[src/rtl/router_pkg.sv]
// Shared types and constants for the router packet-receive controller.
package router_pkg;

    typedef enum logic [2:0] {
        DECODE_ADDRESS     = 3'd0,
        LOAD_FIRST_DATA    = 3'd1,
        LOAD_DATA          = 3'd2,
        FIFO_FULL_STATE    = 3'd3,
        LOAD_AFTER_FULL    = 3'd4,
        LOAD_PARITY        = 3'd5,
        CHECK_PARITY_ERROR = 3'd6,
        WAIT_TILL_EMPTY    = 3'd7
    } state_t;

    localparam logic [1:0] ADDR_INVALID = 2'b11;
    localparam int         NUM_PORTS    = 3;

endpackage

[src/rtl/router_pkt_fsm.sv]
// Packet-receive controller for the 1x3 router (Moore FSM).
// Optional WAIT_TILL_EMPTY timeout with pkt_drop pulse: define ROUTER_FSM_TIMEOUT_EN.
module router_pkt_fsm
    import router_pkg::*;
#(
    parameter int ADDR_W       = 2,
    parameter int WAIT_TIMEOUT = 30
) (
    input  logic              clock,
    input  logic              resetn,
    input  logic              pkt_valid,
    input  logic [ADDR_W-1:0] data_in,
    input  logic              fifo_full,
    input  logic              fifo_empty_0,
    input  logic              fifo_empty_1,
    input  logic              fifo_empty_2,
    input  logic              soft_reset_0,
    input  logic              soft_reset_1,
    input  logic              soft_reset_2,
    input  logic              parity_done,
    input  logic              low_pkt_valid,
    output logic              detect_add,
    output logic              lfd_state,
    output logic              ld_state,
    output logic              laf_state,
    output logic              full_state,
    output logic              write_enb_reg,
    output logic              rst_int_reg,
    output logic              busy,
    output logic              pkt_drop
);

    if (WAIT_TIMEOUT < 2) begin : g_bad_timeout
        $error("WAIT_TIMEOUT must be at least 2");
    end

    state_t                   state_q;
    state_t                   state_d;
    logic [ADDR_W-1:0]        addr_q;
    logic [(1<<ADDR_W)-1:0]   empty_vec;
    logic [(1<<ADDR_W)-1:0]   srst_vec;
    logic                     hdr_ok;

`ifdef ROUTER_FSM_TIMEOUT_EN
    localparam int CNT_W = $clog2(WAIT_TIMEOUT + 1);
    logic [CNT_W-1:0] wait_cnt;
    logic             timeout_hit;
    logic             drop_q;

    assign pkt_drop = drop_q;
`else
    assign pkt_drop = 1'b0;
`endif

    // Per-port flags widened to the full address space so the reserved address reads 0.
    always_comb begin
        empty_vec                = '0;
        srst_vec                 = '0;
        empty_vec[NUM_PORTS-1:0] = {fifo_empty_2, fifo_empty_1, fifo_empty_0};
        srst_vec[NUM_PORTS-1:0]  = {soft_reset_2, soft_reset_1, soft_reset_0};
    end

    assign hdr_ok = pkt_valid && (data_in != ADDR_W'(ADDR_INVALID));

    always_ff @(posedge clock or negedge resetn) begin
        if (!resetn) begin
            state_q <= DECODE_ADDRESS;
            addr_q  <= '0;
`ifdef ROUTER_FSM_TIMEOUT_EN
            wait_cnt <= '0;
            drop_q   <= 1'b0;
`endif
        end else begin
            state_q <= state_d;
            if (state_q == DECODE_ADDRESS && hdr_ok) begin
                addr_q <= data_in;
            end
`ifdef ROUTER_FSM_TIMEOUT_EN
            wait_cnt <= (state_q == WAIT_TILL_EMPTY && state_d == WAIT_TILL_EMPTY)
                        ? wait_cnt + 1'b1 : '0;
            drop_q   <= timeout_hit;
`endif
        end
    end

    always_comb begin
        state_d       = state_q;
`ifdef ROUTER_FSM_TIMEOUT_EN
        timeout_hit   = 1'b0;
`endif
        unique case (state_q)
            DECODE_ADDRESS: begin
                if (hdr_ok) begin
                    state_d = empty_vec[data_in] ? LOAD_FIRST_DATA : WAIT_TILL_EMPTY;
                end
            end
            LOAD_FIRST_DATA: state_d = LOAD_DATA;
            LOAD_DATA: begin
                if (fifo_full)       state_d = FIFO_FULL_STATE;
                else if (!pkt_valid) state_d = LOAD_PARITY;
            end
            FIFO_FULL_STATE: begin
                if (!fifo_full) state_d = LOAD_AFTER_FULL;
            end
            LOAD_AFTER_FULL: begin
                if (parity_done)        state_d = DECODE_ADDRESS;
                else if (low_pkt_valid) state_d = LOAD_PARITY;
                else                    state_d = LOAD_DATA;
            end
            LOAD_PARITY: state_d = CHECK_PARITY_ERROR;
            CHECK_PARITY_ERROR: begin
                state_d = fifo_full ? FIFO_FULL_STATE : DECODE_ADDRESS;
            end
            WAIT_TILL_EMPTY: begin
                if (empty_vec[addr_q]) begin
                    state_d = LOAD_FIRST_DATA;
                end
`ifdef ROUTER_FSM_TIMEOUT_EN
                else if (wait_cnt == CNT_W'(WAIT_TIMEOUT - 1)) begin
                    state_d     = DECODE_ADDRESS;
                    timeout_hit = 1'b1;
                end
`endif
            end
            default: state_d = DECODE_ADDRESS;
        endcase

        // A soft reset of the addressed port overrides everything, including the timeout.
        if (state_q != DECODE_ADDRESS && srst_vec[addr_q]) begin
            state_d = DECODE_ADDRESS;
`ifdef ROUTER_FSM_TIMEOUT_EN
            timeout_hit = 1'b0;
`endif
        end

        detect_add    = (state_q == DECODE_ADDRESS);
        lfd_state     = (state_q == LOAD_FIRST_DATA);
        ld_state      = (state_q == LOAD_DATA);
        laf_state     = (state_q == LOAD_AFTER_FULL);
        full_state    = (state_q == FIFO_FULL_STATE);
        write_enb_reg = (state_q == LOAD_DATA) || (state_q == LOAD_PARITY)
                     || (state_q == LOAD_AFTER_FULL);
        rst_int_reg   = (state_q == CHECK_PARITY_ERROR);
        busy          = (state_q != DECODE_ADDRESS) && (state_q != LOAD_DATA);
    end

endmodule

[config.mk]
export PLATFORM = sky130hd
export DESIGN_NAME = router_pkt_fsm
export DESIGN_NICKNAME = d
export VERILOG_FILES = /design/src/rtl/router_pkg.sv /design/src/rtl/router_pkt_fsm.sv
export SDC_FILE = /design/constraint.sdc
export NUM_CORES = 1
export LEC_CHECK = 0
export CAP_MARGIN = 20
export CORE_AREA = 2 2 39 41
export CTS_CLUSTER_SIZE = 40
export DETAILED_ROUTE_END_ITERATION = 6
export DIE_AREA = 0 0 41 43
export MAX_ROUTING_LAYER = met4
export PLACE_DENSITY_LB_ADDON = 0.08
export SETUP_SLACK_MARGIN = 0.5
export SYNTH_ARGS = -nofsm -noshare
export SYNTH_HDL_FRONTEND = slang
export SYNTH_SLANG_ARGS = --single-unit
[constraint.sdc]
create_clock -name clock -period 2.3 [get_ports clock]
set_clock_uncertainty 0.2 [all_clocks]
set_input_delay 0.46 -clock clock [delete_from_list [all_inputs] [get_ports clock]]
set_output_delay 0.46 -clock clock [all_outputs]
set_load 0.01 [all_outputs]
==> results of run 1 <==
-- metrics by stage --
stage | hold slack [ns] | total power, mW
floorplan | -0.03559 | 0.5144
detailed placement | 0.3924 | 0.7937
finish | 0.2460 | 1.169
global placement | 0.3878 | 0.7883
global route | 0.2538 | 1.249
CTS | 0.2502 | 1.030
-- cell families after synthesis --
kind of cell	count (synthesis)	share of synthesized area (%)
AO/OA/AOI/OAI	20	28.68
other	1	0.7745
flip-flops	5	25.84
buffers and inverters	5	4.909
multiplexers	3	6.202
AND/OR/NAND/NOR	29	33.59
-- final cells by class --
type	instances	area [um2]	area share, %
clock buffers	4	26.28	2.793
flip-flops and latches	5	127.6	13.56
multi-input cells	53	451.7	48.01
well taps	16	20.02	2.128
repair buffers	35	307.8	32.71
inverters	2	7.507	0.7979
-- placed cells by master, fill, tap and decap left out, types with 2 or more instances in the layout --
cell type | synthesis | layout
nand2b_4 | 0 | 3
o211ai_1 | 2 | 2
o31ai_2 | 0 | 2
mux2i_1 | 3 | 3
a21oi_4 | 0 | 2
or3_4 | 1 | 2
dlygate4sd2_1 | 0 | 4
buf_6 | 0 | 5
nand3b_1 | 2 | 2
o21ai_2 | 0 | 2
or3b_4 | 0 | 2
buf_2 | 1 | 6
dlymetal6s2s_1 | 0 | 4
buf_4 | 1 | 10
nand2_1 | 5 | 4
o22a_1 | 2 | 2
dfrtp_1 | 5 | 3
dfrtp_2 | 0 | 2
nor2_1 | 9 | 9
clkbuf_4 | 0 | 3
clkdlybuf4s50_1 | 0 | 5
a21oi_1 | 4 | 2
-- worst max path at each step --
stage | to | slack (ns) | cells after the start
6_report | detect_add | 0.40 | 3
2_1_floorplan | lfd_state | 0.60 | 2
3_5_place_dp | state_q[0]$_DFFE_PN0P_ | 0.04 | 5
5_1_grt | detect_add | 0.37 | 3
3_3_place_gp | state_q[0]$_DFFE_PN0P_ | 0.08 | 5
4_1_cts | detect_add | 0.41 | 3
-- power by group --
| group | total [mW] | internal [mW] | switching, mW |
|---|---|---|---|
| sequential | 0.190 | 0.136 | 0.0543 |
| clock | 0.101 | 0.0656 | 0.0357 |
| combinational | 0.877 | 0.481 | 0.396 |
| total | 1.17 | 0.683 | 0.486 |
-- critical path, stage by stage (launching register included) --
cell,delay [ns]
dfrtp_2,0.43
or3_4,0.41
inv_2,0.07
buf_6,0.09
-- sequential cells by signal (all words and copies together), names as in the netlist --
register	flops
state_q	3
addr_q	2
-- timing repair --
item	CTS	global route
setup endpoints to repair	11	11
gates cloned	0	1
pin swaps	10	6
endpoints found under the hold margin	0	0
setup buffers	5	2
gates resized for setup	54	19
-- metal layers --
layer / GRT usage (%) / routed length (um) / vias to the layer above
met3: 1.571 / 37 / 0
met1: 26.80 / 757 / 289
li1: - / - / 301
met5: - / 0 / -
met4: 4.000 / 0 / 0
met2: 31.87 / 818 / 9
==> results by group, run 1 <==
Route
  – First drt pass iteration count: 2
  – Wire per inst: 14.03 um
  – Via Count: between 500 and 600
  – Final ANT Viol Nets: 0
  – Initial DRC count: 1
  – Via density: 5.209
  – Post-detailed-routing wire length: approximately 1.6 mm
  – # DRC: 0

Critical path
  – Worst path arrival time: around 1.2 ns
  – WS Path Type: reg -> out
  – Crit. End Element: primary output
  – CP startpoint: state_q[2]$_DFFE_PN0P_
  – Startpoint types: flip-flop
  – R2r setup slk: about 0.54 ns
  – R2R Path End: state_q[2]$_DFFE_PN0P_
  – Crit Reg-Reg Startpoint: addr_q[0]$_DFFE_PN0P_
  – Worst Path Max Fanout: 4
  – WP data required: approximately 1.6 ns
  – Reg2reg path depth: 4

Finish
  – Layout cells sized above 1: about half
  – Fillcell total: 129
  – Synthesis-to-finish area growth: 94.32%
  – Fin cells: ~120
  – Post-layout instance area: approximately 940 um2
  – Finished Core Util: 67.99%
  – Nets: 114
  – ANT cells: 0

Timing
  – Fmax: 0.5274 GHz
  – Fin crit share: around 80%
  – Setup ws final: 0.4037 ns
  – Setup violations, final: 0
  – RSZ-0062 raised after global routing: yes
  – Fin Setup TNS: 0 ns
  – Tmin final: 1.896 ns
  – Slew Viols, Final: 0
  – Count of final hold-check violations: 0

GRT
  – Vias in the first global route: 581
  – GRT Util Overall: about a fifth
  – Initial antenna violation count: 0
  – First-pass GRT wire length: ~2.4 mm
  – Largest net degree at the start of global routing: 10
  – Grt total ovfl: 0

Synth
  – Synth top area cells: dfrtp_1 (26%), nor2_1 (7.0%), mux2i_1 (6.2%)
  – Mean Syn Cell Area: between 7 and 8 um2
  – Ys flop type: dfrtp_1
  – Post-synthesis register bit count: 5
  – Largest area contributor in the netlist: dfrtp_1
  – Most frequent cell after synthesis: nor2_1
  – Post-Syn Nets: 77
  – Yosys warning count: 0
  – Cell area after synthesis: 484.2 um2
  – Top post-synthesis cells by count: nor2_1 (9), dfrtp_1 (5), nand2_1 (5), a21oi_1 (4)
  – Post-Synthesis Cells: 63
  – Library cells used by synthesis: 30
  – EDFF count, synth: 0
  – Yosys top cell area share: between 20% and 30%
  – Ys async rst share: between 90% and 100%
  – Sequential fraction of the synthesis area: ~26%

Clock tree
  – Clock buffer depth: 2
  – Clock root buffer: clkbuf_4
  – CTS clock-pin slew for the worst setup and hold paths: roughly 0.050 ns
  – Clock Latency Late Sink: between 0.2 and 0.25 ns
  – # H-tree levels: 1
  – Clock tree sinks: 5
  – CTS buffer count: 3
  – CTS tree: done
  – Post-CTS Hold Fix Bufs: 0

Place
  – Placed Cells: around 100
  – Final Wtd Congestion: around 0.76
  – Hpwl dp: approximately 1.0 mm
  – Dpl ws: between 0.04 and 0.05 ns
  – IO buf count: 21
  – Cell Area, Placed: 743.2 um2

Power
  – Maximum vdd ir drop: between 700 and 800 uV
  – Pwr Density: 1242 nW/um2
  – Leak: roughly 0.45 nW

Job
  – Maxcap violations: 0

Floorplan
  – Core ar.: roughly 1400 um2
  – Num ports: 23
  – DIE AREA: 1763 um2
  – Die height: about 43 um
  – Row count: 14
  – Starting density of the core: between 30% and 40%
  – DIE WIDTH: about 40 um

Status
  – Status: complete, no violations

Worst hold path
  – Hold Crit Class: in -> async
Note: power is estimated with default switching activity, not from simulation.
==> run 2, diff against run 1 <==
--- a/config.mk
+++ b/config.mk
@@ -6,10 +6,9 @@
 export NUM_CORES = 1
 export LEC_CHECK = 0
 export CAP_MARGIN = 20
-export CORE_AREA = 2 2 39 41
+export CORE_UTILIZATION = 35
 export CTS_CLUSTER_SIZE = 40
 export DETAILED_ROUTE_END_ITERATION = 6
-export DIE_AREA = 0 0 41 43
 export MAX_ROUTING_LAYER = met4
 export PLACE_DENSITY_LB_ADDON = 0.08
 export SETUP_SLACK_MARGIN = 0.5
==> constraint.sdc (replaced) <==
create_clock -name clock -period 1.6 [get_ports clock]
set_clock_uncertainty 0.2 [all_clocks]
set_input_delay 0.32 -clock clock [delete_from_list [all_inputs] [get_ports clock]]
set_output_delay 0.32 -clock clock [all_outputs]
set_load 0.01 [all_outputs]
==> results by group, run 2 (synthesis gave the netlist of run 1 again) <==
Place
  – IO buf count: 21 (unchanged)
  – Final Wtd Congestion: 0.9257 (was 0.7593)
  – Placed Cells: 112 (was 103)
  – Hpwl dp: 1.144 mm (was 1.043 mm)
  – Cell Area, Placed: 870.8 um2 (was 743.2 um2)

Finish
  – Synthesis-to-finish area growth: 130.0% (was 94.32%)
  – Layout cells sized above 1: 59.82% (was 50.51%)
  – ANT cells: 0 (unchanged)
  – Post-layout instance area: 1114 um2 (was 940.9 um2)
  – Fillcell total: 76 (was 129)
  – Biggest register: state_q (unchanged)
  – Finished Core Util: 85.58% (was 67.99%)
  – Top flop regs: state_q x3, addr_q x2 (unchanged)
  – Nets: 127 (was 114)
  – Largest register FFs: 3 (unchanged)
  – Commonest non-fill, non-tap cell in the layout: buf_6 (was buf_4)
  – Most frequent cells in the layout: buf_6 (19), clkdlybuf4s50_1 (13), buf_4 (13) (was buf_4 (10), nor2_1 (9), buf_2 (6))
  – Fin cells: 127 (was 115)

Timing
  – Tmin final: approximately 1.8 ns
  – Setup violations, final: 13 (was 0)
  – Slew Viols, Final: 0 (unchanged)
  – Count of final hold-check violations: 0 (unchanged)
  – RSZ-0062 raised after global routing: yes (unchanged)
  – Setup ws final: -0.2181 ns (was 0.4037 ns)
  – Fin Setup TNS: -1.945 ns (was 0 ns)
  – Fin crit share: 113.6%
  – Fmax: between 0.5 and 0.6 GHz

Status
  – Status: finished with violations (was complete, no violations)
  – Failing checks: setup timing

GRT
  – Initial antenna violation count: 0 (unchanged)
  – Largest net degree at the start of global routing: 8 (was 10)
  – GRT Util Overall: 28.96% (was 19.96%)
  – Grt total ovfl: 0 (unchanged)
  – First-pass GRT wire length: 2.780 mm (was 2.394 mm)
  – Vias in the first global route: 618 (was 581)

Power
  – Pwr Density: 1963 nW/um2 (was 1242 nW/um2)
  – Switching Fraction: 42.24% (was 41.58%)
  – Reg power frac: 11.8% (was 16.3%)
  – NetSw: 0.9232 mW (was 0.4860 mW)
  – Comb power frac: 81.0% (was 75.0%)
  – Leak: 0.4913 nW (was 0.4526 nW)
  – Clock power frac: 7.2% (was 8.7%)
  – Maximum vdd ir drop: 1231 uV (was 720.3 uV)
  – Pint: 1.262 mW (was 0.6829 mW)

Floorplan
  – DIE AREA: 1536 um2 (was 1763 um2)
  – Die height: 39.20 um (was 43 um)
  – Starting density of the core: 37.21% (was 34.99%)
  – DIE WIDTH: 39.20 um (was 41 um)
  – Row count: 13 (was 14)
  – Core ar.: 1301 um2 (was 1384 um2)
  – Num ports: 23 (unchanged)

Clock tree
  – # H-tree levels: 1 (unchanged)
  – CTS clock-pin slew for the worst setup and hold paths: 0.05 ns (about the same)
  – Clock Latency Late Sink: 0.26 ns (was 0.24 ns)
  – CTS tree: done (unchanged)
  – Clock tree sinks: 5 (unchanged)
  – Clock root buffer: clkbuf_4 (unchanged)
  – Clock buffer depth: 2 (unchanged)
  – CTS buffer count: 3 (unchanged)

Critical path
  – Crit Reg-Reg Startpoint: state_q[1]$_DFFE_PN0P_ (was addr_q[0]$_DFFE_PN0P_)
  – CP Buf/Inv Count: 3 (was 2)
  – CP max-delay cell: dfrtp_1 (was dfrtp_2)
  – Worst Path Max Fanout: 4 (unchanged)
  – Worst path arrival time: 1.79 ns (was 1.24 ns)
  – WS Path Type: reg -> reg (was reg -> out)
  – Largest stage delay, worst path: 0.39 ns (was 0.43 ns)
  – CP top delay family: simple AND/OR/NAND/NOR gates (was flip-flops)
  – Startpoint types: flip-flop (unchanged)
  – Reg2reg path depth: 7 (was 4)
  – Crit. End Element: flip-flop (was primary output)
  – CP most frequent cell: buf_6
  – R2R Path End: state_q[1]$_DFFE_PN0P_ (was state_q[2]$_DFFE_PN0P_)
  – WP data required: 1.57 ns (was 1.64 ns)
  – Crit path cell chain: buf_4, buf_6, nand2b_4, buf_6, a21oi_4, or3_4, o31ai_4 (was or3_4, inv_2, buf_6)
  – R2r setup slk: -0.22 ns (was 0.54 ns)

Route
  – First drt pass iteration count: 4 (was 2)
  – Wire per inst: 17.76 um (was 14.03 um)
  – Final ANT Viol Nets: 0 (unchanged)
  – # DRC: 0 (unchanged)
  – Initial DRC count: 21 (was 1)
  – Via Count: 702 (was 599)
  – Via density: 5.528 (was 5.209)
  – Post-detailed-routing wire length: 2.255 mm (was 1.614 mm)

Job
  – Maxcap violations: 0 (unchanged)

Worst hold path
  – Hold Crit Class: in -> async (unchanged)
## run 2: cell types whose count changed in the layout (fill, tap and decap cells not counted), moves of 3 or more
| cell | before | now |
|---|---|---|
| nor2_1 | 9 | 4 |
| dlymetal6s2s_1 | 4 | 0 |
| dlygate4sd2_1 | 4 | 0 |
| clkdlybuf4s50_1 | 5 | 13 |
| buf_6 | 5 | 19 |
| buf_2 | 6 | 3 |
| buf_4 | 10 | 13 |
| nor2_4 | 0 | 3 |
## run 2: per-stage QoR
stage | power [mW] | setup WS (ns) | hold WS [ns]
floorplan | 0.9108 | -0.01373 | -0.1756
global placement | 1.366 | -0.4573 | 0.3575
detailed placement | 1.382 | -0.4264 | 0.3583
CTS | 1.900 | -0.2036 | 0.08834
global route | 2.288 | -0.2581 | 0.1052
finish | 2.185 | -0.2181 | 0.07903
## run 2: layout make-up
type                       instances  area, um2  area share, %
multi-input combinational         53      473.0          42.47
timing repair buffer              48      456.7          41.01
sequential                         5      126.4          11.35
clock buffer                       4      26.28          2.360
tap                               15      18.77          1.685
inverter                           2      12.51          1.124
## run 2: power groups by stage
stage               clock network [mW]  logic [mW]  registers [mW]
detailed placement                   0        1.12           0.259
global placement                     0        1.11           0.255
CTS                              0.156        1.49           0.257
floorplan                            0       0.649           0.262
finish                           0.157        1.77           0.258
global route                     0.165        1.86           0.264
## run 2: how the worst max path moves through the flow
stage / from / end / depth (start not counted) / slack [ns]
final: state_q[1]$_DFFE_PN0P_ / state_q[1]$_DFFE_PN0P_ / 7 / -0.22
after floorplan: addr_q[0]$_DFFE_PN0P_ / state_q[1]$_DFFE_PN0P_ / 4 / -0.01
after CTS: state_q[1]$_DFFE_PN0P_ / state_q[2]$_DFFE_PN0P_ / 7 / -0.20
after detailed placement: fifo_full / state_q[2]$_DFFE_PN0P_ / 5 / -0.43
after global placement: fifo_full / state_q[2]$_DFFE_PN0P_ / 5 / -0.46
after global routing: state_q[1]$_DFFE_PN0P_ / state_q[1]$_DFFE_PN0P_ / 6 / -0.26
## run 2: repair_timing
item | 4_1_cts | 5_1_grt
pin swaps | 8 | 10
setup endpoints to repair | 13 | 13
hold buffers | 0 | 0
gates resized for setup | 60 | 13
cloned | 0 | 0
buffers inserted | 8 | 3
## run 2: metal layers
| layer | routed length [um] | track usage, % | part of all wire (%) | vias up |
|---|---|---|---|---|
| li1 | - | - | - | 326 |
| met1 | 961 | 36.36 | 43 | 335 |
| met2 | 1096 | 45.00 | 49 | 30 |
| met3 | 110 | 5.202 | 4.9 | 11 |
| met4 | 87 | 12.93 | 3.9 | 0 |
| met5 | 0 | - | 0 | - |
==> run 3, diff against run 2 <==
--- a/config.mk
+++ b/config.mk
@@ -6,9 +6,10 @@
 export NUM_CORES = 1
 export LEC_CHECK = 0
 export CAP_MARGIN = 20
-export CORE_UTILIZATION = 35
+export CORE_AREA = 2 2 39 41
 export CTS_CLUSTER_SIZE = 40
 export DETAILED_ROUTE_END_ITERATION = 6
+export DIE_AREA = 0 0 41 43
 export MAX_ROUTING_LAYER = met4
 export PLACE_DENSITY_LB_ADDON = 0.08
 export SETUP_SLACK_MARGIN = 0.5
==> constraint.sdc (replaced) <==
create_clock -name clock -period 1.9 [get_ports clock]
set_clock_uncertainty 0.2 [all_clocks]
set_input_delay 0.38 -clock clock [delete_from_list [all_inputs] [get_ports clock]]
set_output_delay 0.38 -clock clock [all_outputs]
set_load 0.01 [all_outputs]
==> results by group, run 3 (synthesis gave the netlist of run 1 again) <==
Status
  – Status: complete, no violations (was finished with violations)

Timing
  – Count of final hold-check violations: 0 (unchanged)
  – Tmin final: 1.798 ns
  – Setup violations, final: 0 (was 13)
  – Fmax: about 0.56 GHz
  – Hold WS: 0.1515 ns (was 0.07903 ns)
  – RSZ-0062 raised after global routing: yes (unchanged)
  – Fin crit share: a little over nine tenths
  – Slew Viols, Final: 0 (unchanged)

Finish
  – Nets: 117 (was 127)
  – Top flop regs: state_q x3, addr_q x2 (unchanged)
  – Synthesis-to-finish area growth: 98.19% (was 130.0%)
  – ANT cells: 0 (unchanged)
  – Commonest non-fill, non-tap cell in the layout: buf_4 (was buf_6)
  – Largest register FFs: 3 (unchanged)
  – Post-layout instance area: 959.7 um2 (was 1114 um2)
  – Biggest register: state_q (unchanged)
  – Most frequent cells in the layout: buf_4 (13), clkdlybuf4s50_1 (8), nor2_1 (6) (was buf_6 (19), clkdlybuf4s50_1 (13), buf_4 (13))
  – Layout cells sized above 1: 51.96% (was 59.82%)

Critical path
  – CP max-delay cell: or3_4 (was dfrtp_1)
  – CP startpoint: state_q[0]$_DFFE_PN0P_ (was state_q[1]$_DFFE_PN0P_)
  – R2r setup slk: 0.10 ns (was -0.22 ns)
  – WP data required: 1.32 ns (was 1.57 ns)
  – WS Path Type: reg -> out (was reg -> reg)
  – Startpoint types: flip-flop (unchanged)
  – Reg2reg path depth: 5 (was 7)
  – R2R Path End: state_q[1]$_DFFE_PN0P_ (unchanged)
  – Worst path arrival time: 1.22 ns (was 1.79 ns)
  – Worst Path Max Fanout: 2 (was 4)
  – Crit. End Element: primary output (was flip-flop)
  – Largest stage delay, worst path: 0.42 ns (was 0.39 ns)
  – Crit path cell chain: or3_4, inv_4, buf_6 (was buf_4, buf_6, nand2b_4, buf_6, a21oi_4, or3_4, o31ai_4)
  – Crit Reg-Reg Startpoint: state_q[2]$_DFFE_PN0P_ (was state_q[1]$_DFFE_PN0P_)

Clock tree
  – Clock Latency Late Sink: 0.24 ns (was 0.26 ns)
  – Clock root buffer: clkbuf_4 (unchanged)
  – Post-CTS Hold Fix Bufs: 0 (unchanged)
  – Clock buffer depth: 2 (unchanged)
  – CTS tree: done (unchanged)
  – # H-tree levels: 1 (unchanged)
  – CTS buffer count: 3 (unchanged)
  – CTS clock-pin slew for the worst setup and hold paths: 0.04 ns (was 0.05 ns)
  – Clock tree sinks: 5 (unchanged)

Place
  – Cell Area, Placed: 814.5 um2 (was 870.8 um2)
  – IO buf count: 21 (unchanged)
  – Final Wtd Congestion: 0.8793 (was 0.9257)
  – Hpwl dp: 1.049 mm (was 1.144 mm)

Power
  – Leak: 0.4284 nW (was 0.4913 nW)
  – Total power: 1.436 mW (was 2.185 mW)
  – Pwr Density: 1496 nW/um2 (was 1963 nW/um2)
  – Maximum vdd ir drop: 1141 uV (was 1231 uV)

GRT
  – Met3 global-route usage: 0% (was 5.202%)
  – Vias in the first global route: 611 (was 618)
  – Initial antenna violation count: 0 (unchanged)
  – Met2 Usage GRT: 32.19% (was 45.00%)
  – GR Layer Usage met1: 25.32% (was 36.36%)
  – GRT Util Overall: 19.94% (was 28.96%)
  – Grt total ovfl: 0 (unchanged)
  – Largest net degree at the start of global routing: 15 (was 8)
  – GR peak layer: met2 (unchanged)
  – First-pass GRT wire length: 2.449 mm (was 2.780 mm)

Route
  – Via Count: 614 (was 702)
  – # DRC: 0 (unchanged)
  – Initial DRC count: 5 (was 21)
  – Via density: 5.203 (was 5.528)
  – Post-detailed-routing wire length: 1.438 mm (was 2.255 mm)
  – First drt pass iteration count: 4 (unchanged)
  – Wire per inst: 12.19 um (was 17.76 um)
  – Final ANT Viol Nets: 0 (unchanged)

Job
  – Maxcap violations: 0 (unchanged)

Floorplan
  – Num ports: 23 (unchanged)
  – DIE AREA: 1763 um2 (was 1536 um2)
  – Die height: 43 um (was 39.20 um)
  – DIE WIDTH: 41 um (was 39.20 um)
  – Row count: 14 (was 13)
  – Core ar.: 1384 um2 (was 1301 um2)
  – Starting density of the core: 34.99% (was 37.21%)

Worst hold path
  – Hold Crit Class: in -> async (unchanged)
run 3: worst max-delay path by stage:
stage                             endpoint  slack [ns]  depth (start not counted)
floorplan           state_q[1]$_DFFE_PN0P_        0.29                          4
global route                    detect_add        0.06                          3
CTS                             detect_add         0.1                          3
detailed placement  state_q[1]$_DFFE_PN0P_       -0.23                          5
finish                          detect_add        0.10                          3
global placement    state_q[1]$_DFFE_PN0P_       -0.21                          5
run 3: timing repair:
| item | 4_1_cts | 5_1_grt |
|---|---|---|
| setup endpoints to repair | 13 | 13 |
| gates resized for setup | 51 | 4 |
| pin swaps | 8 | 1 |
| setup buffers | 4 | 3 |
run 3: critical path, delay by kind of cell (launching register included):
family / cells / cell delay [ns]
flops: 1 / 0.40
simple gates: 1 / 0.42
buf+inv: 2 / 0.15
run 3: through the flow:
stage | util (%) | TNS [ns] | instances | setup WS, ns
2_1_floorplan | - | 0 | 63 | 0.2863
5_1_grt | 69.35 | 0 | 118 | 0.06099
4_1_cts | 66.18 | 0 | 115 | 0.09893
3_5_place_dp | 58.86 | -0.6961 | 107 | -0.2324
3_3_place_gp | 58.86 | -0.6280 | 107 | -0.2106
6_report | 69.35 | 0 | 118 | 0.1023
run 3: layer usage:
layer / vias up / part of all wire, % / wire length (um)
li1: 307 / - / -
met1: 287 / 45 / 652
met2: 18 / 48 / 697
met3: 2 / 4.9 / 71
met4: 0 / 1.2 / 17
met5: - / 0 / 0
run 3: final cells by class:
type | instances | area, um2
tap | 16 | 20.02
fill | 117 | 424.2
timing repair buffer | 38 | 330.3
clock buffer | 4 | 26.28
inverter | 2 | 10.01
multi-input combinational | 53 | 446.7
sequential | 5 | 126.4
run 3: where the power goes:
group / leakage, nW / switching, mW / internal, mW
combinational: 0.353 / 0.470 / 0.604
clock: 0.0150 / 0.0465 / 0.0796
sequential: 0.0604 / 0.0726 / 0.163
total: 0.428 / 0.589 / 0.847
